`config.mk`:
```
export PLATFORM = sky130hd
export DESIGN_NAME = kp_voice_alloc
export DESIGN_NICKNAME = d
export VERILOG_FILES = /design/src/rtl/kp_voice_alloc.sv
export SDC_FILE = /design/constraint.sdc
export NUM_CORES = 1
export LEC_CHECK = 0
export ABC_AREA = 1
export CORE_UTILIZATION = 55
export DETAILED_ROUTE_END_ITERATION = 8
export GPL_TIMING_DRIVEN = 0
export PLACE_DENSITY = 0.74
export SETUP_SLACK_MARGIN = 0.4
export SLEW_MARGIN = 20
export SYNTH_ARGS = -nofsm -noshare
export SYNTH_HDL_FRONTEND = slang
export SYNTH_SLANG_ARGS = --single-unit
export TNS_END_PERCENT = 50
```
`constraint.sdc`:
```
create_clock -name a_clk -period 2.39 [get_ports a_clk]
set_input_delay 0.717 -clock a_clk [delete_from_list [all_inputs] [get_ports a_clk]]
set_output_delay 0.717 -clock a_clk [all_outputs]
set_load 0.01 [all_outputs]
```
`src/rtl/kp_voice_alloc.sv`:
```
`default_nettype none
// kp_voice_alloc: assigns note events to NUM_VOICES Karplus-Strong voices, drives trig/velocity/delay.
// Optional feature: define KP_ALLOC_STEAL_EN to retrigger the oldest voice when every voice is busy.
module kp_voice_alloc #(
  parameter int NUM_VOICES = 4,
  parameter int TRIG_WIDTH = 8,
  parameter int VOICE_HOLD = 48000
) (
  input  logic                     a_clk,
  input  logic                     reset_n,
  input  logic                     ev_valid,
  output logic                     ev_ready,
  input  logic                     ev_note_on,
  input  logic [6:0]               ev_velocity,
  input  logic [9:0]               ev_delay,
  output logic [NUM_VOICES-1:0]    voice_trig,
  output logic [7*NUM_VOICES-1:0]  voice_velocity,
  output logic [10*NUM_VOICES-1:0] voice_delay,
  output logic [NUM_VOICES-1:0]    busy_mask,
  output logic                     ev_drop
);

  localparam int              SEL_W    = (NUM_VOICES > 1) ? $clog2(NUM_VOICES) : 1;
  localparam int              CNT_W    = $clog2(TRIG_WIDTH) + 1;
  localparam logic [CNT_W-1:0] CNT_LAST = CNT_W'(TRIG_WIDTH - 1);
  localparam logic [15:0]     HOLD     = 16'(VOICE_HOLD);

  localparam logic [1:0] S_IDLE = 2'd0;
  localparam logic [1:0] S_SCAN = 2'd1;
  localparam logic [1:0] S_FIRE = 2'd2;
  localparam logic [1:0] S_GAP  = 2'd3;

  logic [1:0]            state_q, state_d;
  logic [CNT_W-1:0]      cnt_q, cnt_d;
  logic                  ev_ready_q, ev_ready_d;
  logic [NUM_VOICES-1:0] trig_q, trig_d;
  logic [NUM_VOICES-1:0] busy_q, busy_d;
  logic [SEL_W-1:0]      sel_q, sel_d;
  logic                  lat_on_q, lat_on_d;
  logic [6:0]            lat_vel_q, lat_vel_d;
  logic [9:0]            lat_delay_q, lat_delay_d;
  logic [6:0]            vel_q [NUM_VOICES];
  logic [6:0]            vel_d [NUM_VOICES];
  logic [9:0]            dly_q [NUM_VOICES];
  logic [9:0]            dly_d [NUM_VOICES];
  logic [15:0]           age_q [NUM_VOICES];
  logic [15:0]           age_d [NUM_VOICES];

  logic                  accept;
  logic                  load_en;
  logic                  can_load;
  logic                  any_free;
  logic [SEL_W-1:0]      free_idx;
  logic [SEL_W-1:0]      pick_idx;

  assign accept = ev_valid && ev_ready_q;

  always_comb begin
    any_free = 1'b0;
    free_idx = '0;
    for (int i = NUM_VOICES - 1; i >= 0; i--) begin
      if (!busy_q[i]) begin
        any_free = 1'b1;
        free_idx = SEL_W'(i);
      end
    end
  end

`ifdef KP_ALLOC_STEAL_EN
  logic [SEL_W-1:0] steal_idx;
  logic [15:0]      best_age;

  // Strict greater-than keeps ties on the lowest index.
  always_comb begin
    steal_idx = '0;
    best_age  = age_q[0];
    for (int i = 1; i < NUM_VOICES; i++) begin
      if (age_q[i] > best_age) begin
        best_age  = age_q[i];
        steal_idx = SEL_W'(i);
      end
    end
  end

  assign can_load = 1'b1;
  assign pick_idx = any_free ? free_idx : steal_idx;
`else
  assign can_load = any_free;
  assign pick_idx = free_idx;
`endif

  // State register and all datapath flops
  always_ff @(posedge a_clk) begin
    if (!reset_n) begin
      state_q     <= S_IDLE;
      cnt_q       <= '0;
      ev_ready_q  <= 1'b0;
      trig_q      <= '0;
      busy_q      <= '0;
      sel_q       <= '0;
      lat_on_q    <= 1'b0;
      lat_vel_q   <= '0;
      lat_delay_q <= 10'd2;
      for (int i = 0; i < NUM_VOICES; i++) begin
        vel_q[i] <= '0;
        dly_q[i] <= 10'd512;
        age_q[i] <= '0;
      end
    end else begin
      state_q     <= state_d;
      cnt_q       <= cnt_d;
      ev_ready_q  <= ev_ready_d;
      trig_q      <= trig_d;
      busy_q      <= busy_d;
      sel_q       <= sel_d;
      lat_on_q    <= lat_on_d;
      lat_vel_q   <= lat_vel_d;
      lat_delay_q <= lat_delay_d;
      for (int i = 0; i < NUM_VOICES; i++) begin
        vel_q[i] <= vel_d[i];
        dly_q[i] <= dly_d[i];
        age_q[i] <= age_d[i];
      end
    end
  end

  // Next-state logic
  always_comb begin
    state_d = state_q;
    cnt_d   = cnt_q;
    case (state_q)
      S_IDLE: begin
        if (accept) state_d = S_SCAN;
      end
      S_SCAN: begin
        cnt_d   = '0;
        state_d = (lat_on_q && can_load) ? S_FIRE : S_IDLE;
      end
      S_FIRE: begin
        if (cnt_q == CNT_LAST) begin
          cnt_d   = '0;
          state_d = S_GAP;
        end else begin
          cnt_d = cnt_q + CNT_W'(1);
        end
      end
      S_GAP: begin
        if (cnt_q == CNT_LAST) begin
          cnt_d   = '0;
          state_d = S_IDLE;
        end else begin
          cnt_d = cnt_q + CNT_W'(1);
        end
      end
      default: state_d = S_IDLE;
    endcase
  end

  // Outputs are registered one cycle behind the state, so ready only
  // reasserts after a full cycle spent in IDLE.
  always_comb begin
    ev_ready_d = (state_d == S_IDLE) && (state_q == S_IDLE);
    for (int i = 0; i < NUM_VOICES; i++) begin
      trig_d[i] = (state_q == S_FIRE) && (sel_q == SEL_W'(i));
    end
    load_en = (state_q == S_SCAN) && lat_on_q && can_load;
    ev_drop = (state_q == S_SCAN) && lat_on_q && !can_load;
  end

  // Event latch and per-voice registers
  always_comb begin
    lat_on_d    = lat_on_q;
    lat_vel_d   = lat_vel_q;
    lat_delay_d = lat_delay_q;
    if (accept) begin
      lat_on_d    = ev_note_on && (ev_velocity != 7'd0);
      lat_vel_d   = ev_velocity;
      lat_delay_d = (ev_delay < 10'd2) ? 10'd2 : ev_delay;
    end
    sel_d = load_en ? pick_idx : sel_q;
    for (int i = 0; i < NUM_VOICES; i++) begin
      vel_d[i]  = vel_q[i];
      dly_d[i]  = dly_q[i];
      age_d[i]  = age_q[i];
      busy_d[i] = busy_q[i];
      if (busy_q[i]) begin
        if (age_q[i] != 16'hFFFF) age_d[i] = age_q[i] + 16'd1;
        if (age_d[i] == HOLD) busy_d[i] = 1'b0;
      end
      if ((state_q == S_SCAN) && !lat_on_q && (dly_q[i] == lat_delay_q)) busy_d[i] = 1'b0;
      // A fresh load overrides both expiry and note-off in the same cycle.
      if (load_en && (pick_idx == SEL_W'(i))) begin
        vel_d[i]  = lat_vel_q;
        dly_d[i]  = lat_delay_q;
        age_d[i]  = '0;
        busy_d[i] = 1'b1;
      end
    end
  end

  assign ev_ready   = ev_ready_q;
  assign voice_trig = trig_q;
  assign busy_mask  = busy_q;

  generate
    for (genvar g = 0; g < NUM_VOICES; g++) begin : g_pack
      assign voice_velocity[7*g +: 7]  = vel_q[g];
      assign voice_delay[10*g +: 10]   = dly_q[g];
    end
  endgenerate

endmodule
`default_nettype wire

```
* Word-level counts from Yosys, hierarchy flattened
Memories as Yosys holds them, arrays and structs flattened.
Cells that the tools add are included.
** Storage, ports and cells
- Flip-flop bits (word level) :: 35
- Bits in latches :: 0
- Memory bits (writable) :: 132
- Memory bits (read-only) :: 0
- Output and inout port bits :: 78
- Memories :: 3
** Memories
- age_q :: depth 4, bits a word 16, rd ports 4, clocked after Yosys merged registers in 0, write ports 4, RTL line 46 : logic [15:0] age_q [NUM_VOICES];
- dly_q :: depth 4, bits a word 10, rd ports 4, clocked after Yosys merged registers in 0, write ports 4, RTL line 44 : logic [9:0] dly_q [NUM_VOICES];
- vel_q :: depth 4, bits a word 7, rd ports 4, clocked after Yosys merged registers in 0, write ports 4, RTL line 42 : logic [6:0] vel_q [NUM_VOICES];
** Cells by class
- Add/subtract/negate cells :: 5
- Multipliers :: 0
- Divide/modulo/power cells :: 0
- Magnitude comparators :: 1
- Equal/unequal tests :: 22
- Shift operators :: 0
- Mux-type cells :: 70
- Bitwise operators :: 12
- Reductions and logical operators :: 29
** Operator list (count)
- 16-bit 2-to-1 mux :: 20
- 10-bit 2-to-1 mux :: 9
- 16-bit by 1-bit adder with 16-bit output (second input constant) :: 4
- 16-bit equality test (second input constant) :: 4
- 16-bit inequality test (second input constant) :: 4
- 7-bit 2-to-1 mux :: 8
- 10-bit equality test :: 4
- 1-bit 2-to-1 mux :: 22
- 1-bit logical AND :: 20
- 2-bit 2-to-1 mux :: 8
- 2-bit equality test (second input constant) :: 6
- 1-bit bitwise OR :: 12
- 10-bit by 2-bit < comparator with 1-bit output (second input constant) :: 1
- 2-bit zero test :: 4
- 2-bit case mux with 4 select lines :: 1
- 4-bit case mux with 2 select lines :: 1
- 7-bit nonzero test :: 1
- 2-bit by 1-bit equality test with 1-bit output (second input constant) :: 3
- 4-bit by 1-bit adder with 4-bit output (second input constant) :: 1
- 4-bit by 3-bit equality test with 1-bit output (second input constant) :: 1
- 4-bit 2-to-1 mux :: 1
- 1-bit zero test :: 2
- 2-bit nonzero test :: 1
- 2-bit OR reduction :: 1

* Logic depth before layout (Yosys ltp)
- Word-level depth :: 9
- Mapped depth :: 14
- Mapped depth without buffers :: 14

* Least setup slack after synthesis
No wires, ideal clock.
- Path type :: flip-flop to flip-flop
- From :: memory age_q[1][0]
- To :: register busy_q[1] (netlist: busy_mask[1])
- Setup time :: 134 ps
- Arrival :: 1573 ps
- Required time :: 2256 ps
- Setup slack :: 683 ps
- Stages on the path, launching flop included :: 13
- Path buffers :: 0
- Cell sequence :: dfxtp_1 -> ha_1 -> nand3_2 -> inv_1 -> nand2_2 -> nor2_4 -> a21oi_1 -> nor2_1 -> nand2_1 -> nor2_1 -> nand2_1 -> nand2_1 -> a21oi_1
** RTL lines
- start, declared :: RTL line 46
- end signal, assigned :: RTL line 114 : busy_q <= busy_d;
- end, declared :: RTL line 37 : logic [NUM_VOICES-1:0] busy_q, busy_d;

* Final worst setup path
- From :: register state_q[0]
- To :: output ev_drop
** On the way
- Cells in the longest elaborated chain, start to end :: 3
** RTL lines
- start, declared :: RTL line 33 : logic [1:0] state_q, state_d;
- start signal, assigned :: RTL line 110 : state_q <= state_d;
- 2-bit by 1-bit equality test with 1-bit output :: RTL line 167 : ev_drop = (state_q == S_SCAN) && lat_on_q && !can_load;
- 1-bit logical AND (2 in a row) :: RTL line 167
- end, declared :: RTL line 20 : output logic ev_drop
Every way passes these cells.

==> metrics.cfg <==
[run_status]
status=complete, no violations

[yosys]
netlist_area_mm2=0.00877
synth_nets=1309
yosysMostFrequentCell=nor2_1
synthTopCellsByCount=nor2_1, nand2_1, dfxtp_1
netlist.area_leader.share_pct=38.1
synth_cell_type_count=43
synth_warnings=0
synth-seq-cells=167
synth_edf_count=0
syn_avg_cell_area_um2=6.84
synthCells=1283
yosysTopAreaCell=dfxtp_1
synth_flop_cell=dfxtp_1
async_flop_share_pct=0
synth-seq-area-share_pct=38.1
yosys-top-cells-area=dfxtp_1, nor2_1, nand2_1

[layout]
syn_to_final_growth_pct=23.3
fill_cells=1342
antenna_cells=0
final_area_mm2=0.0108
nNetsFinal=1437
drive_gt1_share_pct=10.8
final_util_pct=70.4

[timing]
setup_violations=0
min_period_ns=2.07
final.period_utilization_pct=86.5
fin_skew_ns=0.0100
final_max_slew_viol_count=0
rsz0062_at_grt=true
hold_slack_ns=0.465
finalWorstSetupSlack_ns=0.322
fmax_mhz=483
hold_viol=0
tightestPinTransition_ns=0.778
relSlewSlack_pct=48.1

[route]
viasPerCell=5.43
drc=0
first_pass_iters=5
ant_nets=0
dr.max_layer_used=met4
wl_met3_um=1600
routed_wl_um=24800
wl_per_cell_um=15.2
drt_iter0_drc=721
wl_met2_um=11300
num_vias=8872
wl_met1_um=11200

[clock_tree]
postCtsHoldBufs=0
cts_made_buffers=17
cts-root-buf=clkbuf_16
clk_path_buf_depth=2
htree_levels=4
clkTransAtPathRegs_ns=0.06
cts.sinks=167
cts_tree=yes
clock_latency_ns=0.44

[worst_hold_path]
holdPathStages=1
hp-class=reg -> reg
min_to=voice_trig[0]$_SDFF_PN0_
min_from=sel_q[0]$_SDFFE_PN0P_

[global_routing]
grt_remaining_overflow=0
grt_first_pass_wirelength_um=39500
grtUsageTotal_pct=30.7
antenna_found_initial=0
grt_max_degree=17
grt_pass1_vias=7955

[placement]
pre_cts_slack_ns=-0.172
place_congestion=0.931
place_hpwl_um=17500
place_area_mm2=0.0100
io_buffers=98

[setup_path]
startpoint_type=register
worstPathRequired_ns=1.67
critical_path_class=reg -> out
end_kind=output pin
critical_path_arrival_ns=1.35
r2r_slack_ns=0.51
cp_max_fo=5
rr_worst_depth=12
rr_startpoint=age_q[1][0]$_SDFFE_PP0P_
r2r-end=busy_mask[1]$_SDFF_PN0_

[floorplan]
start_util_pct=57.1
die_w_um=128
die_h_um=128
core_mm2=0.0154
die_area_mm2=0.0165
num_rows=45
num_io_pins=99

[power]
ir_drop_v=0.000572
power_leakage_nw=5.38
power.density_mw_per_mm2=617

[flow_run]
cap_violations=0

## sequential cells by signal (all words and copies together), names as in the netlist, 4 cells and up
signal       flops
lat_vel_q        7
age_q           64
vel_q           28
lat_delay_q     10
cnt_q            4
dly_q           40
busy_mask        4
voice_trig       4
## cell usage in the layout (no fill, tap or decap), types with 3 or more instances in the layout
master           instances
dlygate4sd2_1           44
clkbuf_1                27
clkinv_2                 4
nor4_1                  13
xnor2_1                  3
a21oi_1                 48
ha_4                     3
nand3_2                  6
nand3_1                 61
xor2_1                  59
clkdlybuf4s50_1         30
inv_2                    8
dfxtp_2                 18
nor2_4                  11
buf_2                   16
nor3_1                  20
o31ai_1                  7
nand2_2                  9
o211ai_1                18
nand4_1                 21
nand2_1                218
a211oi_1                15
nor2_2                  15
dlymetal6s2s_1          23
nor2_1                 255
dfxtp_4                  4
buf_4                   12
nand2_4                  3
inv_1                  131
dfxtp_1                145
clkbuf_16               17
o21bai_1                 3
o21ai_1                 11
buf_6                    3
o21ai_0                107
## per-stage QoR
step	power, mW	TNS (ns)	instances
after CTS	6.65	0	1624
final	6.67	0	1635
after floorplan	3.60	0	1283
after global routing	6.91	0	1635
after global placement	3.90	-5.82	1592
after detailed placement	3.91	-8.31	1592
## timing repair
item                       in CTS  in global routing
gates resized for setup        72                 51
pin swaps                       1                  5
setup endpoints to repair     148                105
setup buffers                   0                 11
## logic make-up (layout without fill, tap and decap cells)
family,after synthesis,after routing,synth area share [%]
buf+inv,191,332,8.70
fa+ha+maj,5,5,0.713
flops,167,167,38.1
simple gates,639,639,32.1
xor+xnor,62,62,6.19
compound gates,219,219,14.1
## power breakdown
part | switching (mW) | leakage, nW | total [mW] | internal (mW)
clock network | 1.21 | 0.291 | 2.79 | 1.58
registers | 0.136 | 1.36 | 3.05 | 2.92
logic | 0.532 | 3.72 | 0.832 | 0.299
total | 1.87 | 5.38 | 6.67 | 4.80
## how the worst max path moves through the flow
stage	startpoint	end	slack, ns	cells after the start
final	state_q[0]$_SDFF_PN0_	ev_drop	0.32	5
after global routing	state_q[0]$_SDFF_PN0_	ev_drop	0.27	5
after CTS	busy_mask[0]$_SDFF_PN0_	ev_drop	0.22	4
after detailed placement	reset_n	dly_q[3][9]$_SDFFE_PN1P_	-0.17	4
after global placement	reset_n	lat_delay_q[2]$_SDFFE_PN0P_	-0.14	5
after floorplan	age_q[1][0]$_SDFFE_PP0P_	busy_mask[1]$_SDFF_PN0_	0.68	12
## layer usage
layer,GRT usage [%],vias to the layer above
li1,-,4418
met4,10.9,0
met2,48.3,297
met3,6.14,47
met5,0,-
met1,41.6,4110
## cell type report
| type | count | area (um2) | area share [%] |
|---|---|---|---|
| inverters | 142 | 538 | 4.97 |
| plain buffers | 49 | 234 | 2.16 |
| flip-flops and latches | 167 | 3380 | 31.3 |
| clock buffers | 19 | 443 | 4.09 |
| well taps | 211 | 264 | 2.44 |
| multi-input cells | 925 | 4750 | 43.9 |
| clock inverters | 13 | 145 | 1.34 |
| repair buffers | 109 | 1060 | 9.81 |
## critical path: stages, from the launching register on
cell	delay, ns
dfxtp_4	0.37
inv_2	0.05
nor2_4	0.11
nand2_4	0.09
nor3_4	0.13
buf_2	0.15
Note: power is estimated with default switching activity, not from simulation.
